==> config.mk <==
export PLATFORM = sky130hd
export DESIGN_NAME = ifu_inst_buffer
export DESIGN_NICKNAME = d
export VERILOG_FILES = /design/src/rtl/ifu_inst_buffer.sv
export SDC_FILE = /design/constraint.sdc
export NUM_CORES = 1
export LEC_CHECK = 0
export CELL_PAD_IN_SITES_DETAIL_PLACEMENT = 1
export CELL_PAD_IN_SITES_GLOBAL_PLACEMENT = 2
export CORE_ASPECT_RATIO = 1.4
export CORE_UTILIZATION = 42
export CTS_CLUSTER_DIAMETER = 60
export DETAILED_ROUTE_END_ITERATION = 6
export PLACE_DENSITY_LB_ADDON = 0.1
export SETUP_SLACK_MARGIN = 0.4
export SLEW_MARGIN = 20
export SYNTH_ARGS = -nofsm -noshare
export SYNTH_HDL_FRONTEND = slang
export SYNTH_SLANG_ARGS = --single-unit
==> constraint.sdc <==
create_clock -name clk -period 4.3 [get_ports clk]
set_input_delay 1.075 -clock clk [delete_from_list [all_inputs] [get_ports clk]]
set_output_delay 1.075 -clock clk [all_outputs]
set_load 0.02 [all_outputs]
==> src/rtl/ifu_inst_buffer.sv <==
// Instruction queue between the IFU and the IDU: a small {pc, instr} FIFO.
// Define IBUF_PERF_EN to add push, full-stall and flush performance counters.
module ifu_inst_buffer #(
  parameter int unsigned PC_DW   = 32,
  parameter int unsigned INST_DW = 32,
  parameter int unsigned DEPTH   = 4,
  localparam int unsigned AW     = $clog2(DEPTH)
) (
  input  logic               clk,
  input  logic               rst,
  input  logic               flush,
  input  logic               in_valid,
  output logic               in_ready,
  input  logic [PC_DW-1:0]   in_pc,
  input  logic [INST_DW-1:0] in_instr,
  output logic               out_valid,
  input  logic               out_ready,
  output logic [PC_DW-1:0]   out_pc,
  output logic [INST_DW-1:0] out_instr,
  output logic [AW:0]        count
`ifdef IBUF_PERF_EN
  ,
  output logic [31:0]        perf_push_cnt,
  output logic [31:0]        perf_full_stall_cnt,
  output logic [31:0]        perf_flush_cnt
`endif
);

  logic [PC_DW-1:0]   pc_mem   [DEPTH];
  logic [INST_DW-1:0] inst_mem [DEPTH];

  logic [AW:0] rd_ptr;
  logic [AW:0] wr_ptr;
  logic        empty;
  logic        full;
  logic        push;
  logic        pop;

  // Extra pointer MSB tells full apart from empty
  assign empty = (rd_ptr == wr_ptr);
  assign full  = (rd_ptr[AW-1:0] == wr_ptr[AW-1:0]) &&
                 (rd_ptr[AW] != wr_ptr[AW]);

  assign in_ready  = !full;
  assign out_valid = !empty;
  assign count     = wr_ptr - rd_ptr;

  assign push = in_valid && in_ready && !flush;
  assign pop  = out_valid && out_ready && !flush;

  assign out_pc    = out_valid ? pc_mem[rd_ptr[AW-1:0]]   : '0;
  assign out_instr = out_valid ? inst_mem[rd_ptr[AW-1:0]] : '0;

  always_ff @(posedge clk) begin
    if (push) begin
      pc_mem[wr_ptr[AW-1:0]]   <= in_pc;
      inst_mem[wr_ptr[AW-1:0]] <= in_instr;
    end
  end

  always_ff @(posedge clk or posedge rst) begin
    if (rst) begin
      rd_ptr <= '0;
      wr_ptr <= '0;
    end else if (flush) begin
      rd_ptr <= '0;
      wr_ptr <= '0;
    end else begin
      if (push) wr_ptr <= wr_ptr + 1'b1;
      if (pop)  rd_ptr <= rd_ptr + 1'b1;
    end
  end

`ifdef IBUF_PERF_EN
  // Counters keep running across flushes; only rst clears them
  always_ff @(posedge clk or posedge rst) begin
    if (rst) begin
      perf_push_cnt       <= '0;
      perf_full_stall_cnt <= '0;
      perf_flush_cnt      <= '0;
    end else begin
      if (push)
        perf_push_cnt <= perf_push_cnt + 32'd1;
      if (in_valid && !in_ready)
        perf_full_stall_cnt <= perf_full_stall_cnt + 32'd1;
      if (flush && (count != '0))
        perf_flush_cnt <= perf_flush_cnt + 32'd1;
    end
  end
`endif

endmodule

==> metrics.log <==
INFO  metric run_status = finished, final reports clean
INFO  metric worst_hold_path_type = reg2reg
INFO  metric via_count = 5053
INFO  metric setup_viol = 0
INFO  metric critPathMaxFanout = 26
INFO  metric grt_max_degree = 38
INFO  metric met3RoutedLength = 990 um
INFO  metric drc = 0
INFO  metric max_slew.worst_pin.slew = 0.482 ns
INFO  metric grt_pass1_vias = 5703
INFO  metric fp.coreArea = roughly 0.024 mm^2
INFO  metric sequential_fraction_of_the_synthesis_area = 0.761
INFO  metric ant_nets = 0
INFO  metric cts_root_buffer = clkbuf_16
INFO  metric critPathCaptureType = primary output
INFO  metric globalplace.congestion = 0.681
INFO  metric count_of_boundary_i_o_pins = roughly 140
INFO  metric totalNegativeSetupSlack = 0 ns
INFO  metric timing.max_slew.rel_slack = 0.678
INFO  metric syn-cell-area = 0.0103 mm^2
INFO  metric wirelength = 21800 um
INFO  metric place.port_buffers = approximately 140
INFO  metric timing.max_cap.violations = 0
INFO  metric synthDominantCellAreaShare = 0.747
INFO  metric clock_skew = 0.0106 ns
INFO  metric path_clk_slew = 0.06 ns
INFO  metric clock_tree.htree_level_count = 1
INFO  metric final_layout_size_suffix_gt1_frac = 0.205
INFO  metric worst_skew_pair.late_latency = 0.51 ns
INFO  metric total_power = 9.63 mW
INFO  metric timing.final.max_slew_violations = 0
INFO  metric antenna_found_initial = 0
INFO  metric drt_iter0_drc = 260
INFO  metric ys_top_cells_by_area = edfxtp_1 75%, mux4_2 14%, and2_1 3.9%
INFO  metric setup_repair_after_global_routing_missed_its_margin = false
INFO  metric holdBufCountCts = 0
INFO  metric crit_slowest_cell = clkdlybuf4s50_1
INFO  metric cts.sinks = about 260
INFO  metric vias_per_cell = between 5 and 6
INFO  metric fp.dieArea = about 0.025 mm^2
INFO  metric post_synth.cell_area_avg = 21.8 um^2
INFO  metric routedWlPerCell = 22.8 um
INFO  metric hold_violations = 0
INFO  metric netlist.top_cell.by_area = edfxtp_1
INFO  metric postSynthCellCount = 472
INFO  metric fin_crit = 3.79 ns
INFO  metric cellLeakagePower = 4.14 nW
INFO  metric synth.yosys.warnings = 0
INFO  metric syn_to_final_growth = 26.0%
INFO  metric hpwlAfterDp = roughly 13000 um
INFO  metric numnets_final = ~710
INFO  metric highest-signal-layer = met4
INFO  metric chipWidth = 134 um
INFO  metric wl_met2 = 11900 um
INFO  metric cts_max_path_buffers = 3
INFO  metric met1_length = 8660 um
INFO  metric antenna_cells = 0
INFO  metric cp_data_required_time = between 3 and 4 ns
INFO  metric grt_first_pass_wirelength = 33700 um
INFO  metric synth_cell_type_count = 34
INFO  metric std_cell_rows = 67
INFO  metric timing.critical_path.arrival = 2.71 ns
INFO  metric die_y = 187 um
INFO  metric worst_setup_path_start_kind = register
INFO  metric leftover_overflow_at_the_end_of_global_routing = 0
INFO  metric max-vdd-ir-drop = just under 500 uV
INFO  metric starting_density_of_the_core = 0.429
INFO  metric clock.fmax = approximately 0.26 GHz
INFO  metric grtUsageTotal = 0.181
INFO  metric yosys_register_bits = ~260
INFO  metric post-route-period-util = 0.881
INFO  metric tritoncts.num_buffers = 25
INFO  metric tritoncts = built
INFO  metric drtPass1Iterations = 4
INFO  metric critical_path.cell_chain = bufbuf_16 > mux4_2 > and2_1 > clkdlybuf4s50_1
INFO  metric cp_slowest_stage_delay = about 0.54 ns
INFO  metric power_per_cell_area = 742 mW/mm^2
INFO  metric synthesis.nets = 549
INFO  metric timing_worst_setup_path_type = reg2out
repair_timing:
action                     4_1_cts  5_1_grt
setup endpoints to repair       66       15
gates cloned                     1        0
setup buffers                    4        0
resized for setup                3        1
stage by stage:
stage | util | cells | cell area (um^2) | setup slack, ns | hold slack (ns)
after CTS | 0.541 | 958 | 13000 | 0.421 | 0.598
after global routing | 0.541 | 958 | 13000 | 0.410 | 0.631
after global placement | 0.503 | 908 | 12100 | 0.723 | 0.568
final | 0.541 | 958 | 13000 | 0.510 | 0.601
after floorplan | - | 472 | 10300 | 0.776 | 0.549
after detailed placement | 0.503 | 908 | 12100 | 0.684 | 0.588
flip-flops by register name (all words and copies together) (netlist names):
| name | count |
|---|---|
| pc_mem | 128 |
| wr_ptr | 3 |
| rd_ptr | 3 |
| inst_mem | 128 |
synthesized netlist by cell type:
library cell and instances:
a211o_2 1, a21oi_1 3, a311oi_1 1, a31oi_1 3
and2_1 64, and3_1 4, and4b_1 2, buf_12 4
buf_2 10, buf_6 2, clkbuf_1 9, clkbuf_2 1
dfrtp_1 6, edfxtp_1 256, fa_1 1, ha_1 7
inv_1 6, mux4_2 64, nand2_1 3, nand2_2 1
nand3_1 3, nand4_1 2, nand4b_1 2, nor2_1 2
nor2b_1 2, nor3_1 1, nor3b_1 2, nor4b_4 1
nor4bb_1 1, o211ai_1 1, or2_2 1, or3_1 1
or4_1 3, xnor2_1 2
path summary, 6_finish.rpt:
path,start,end,slack (ns),depth (start not counted)
max,rd_ptr[0],out_pc[26],0.51,4
min,wr_ptr[2],wr_ptr[2],0.60,2
max reg2reg,rd_ptr[1],inst_mem[0][5],1.61,6
min reg2reg,wr_ptr[2],wr_ptr[2],0.60,2
max in group asynchronous,rst,rd_ptr[0],3.28,2
min in group asynchronous,rst,wr_ptr[0],0.79,2
critical path: cells and delay by family, from the launching register on:
| family | cells | cell delay, ns |
|---|---|---|
| AND/OR/NAND/NOR | 1 | 0.19 |
| multiplexers | 1 | 0.53 |
| buffers and inverters | 2 | 0.96 |
| flip-flops | 1 | 0.52 |
report_power, final:
group / internal [mW] / leakage (nW) / switching (mW)
logic: 2.12 / 1.36 / 2.21
clock network: 1.25 / 0.375 / 0.915
registers: 3.05 / 2.40 / 0.0768
layer usage:
layer / vias up / GRT usage
li1: 2234 / -
met5: - / 0
met2: 125 / 0.338
met4: 0 / 0.0389
met1: 2671 / 0.218
met3: 23 / 0.0266
layout make-up:
cell class / count / area [um^2]
Inverter: 6 / 22.5
Fill cell: 2145 / 11000
Clock inverter: 17 / 173
Tap cell: 310 / 388
Clock buffer: 28 / 637
Multi-Input combinational cell: 178 / 2270
Timing Repair Buffer: 157 / 1640
Sequential cell: 262 / 7850
cells in the final DEF, fill, tap and decap left out, types with 5 or more instances in the layout:
cell type          n
ha_1               6
buf_4             10
clkbuf_16         25
mux4_2            64
clkinvlp_4         6
buf_12             5
inv_1              6
edfxtp_1         256
clkdlybuf4s50_1  137
clkinv_1           5
and2_1            64
cell families after synthesis:
kind of cell,after synthesis,synth area share
DFF,262,0.761
muxes,64,0.140
xor gates and xnor gates,2,0.00170
and+or+nand+nor,95,0.0599
buffers and inverters,32,0.0208
adders and majority gates,8,0.0105
AOI/OAI and AO/OA,9,0.00583
Note: power is estimated with default switching activity, not from simulation.
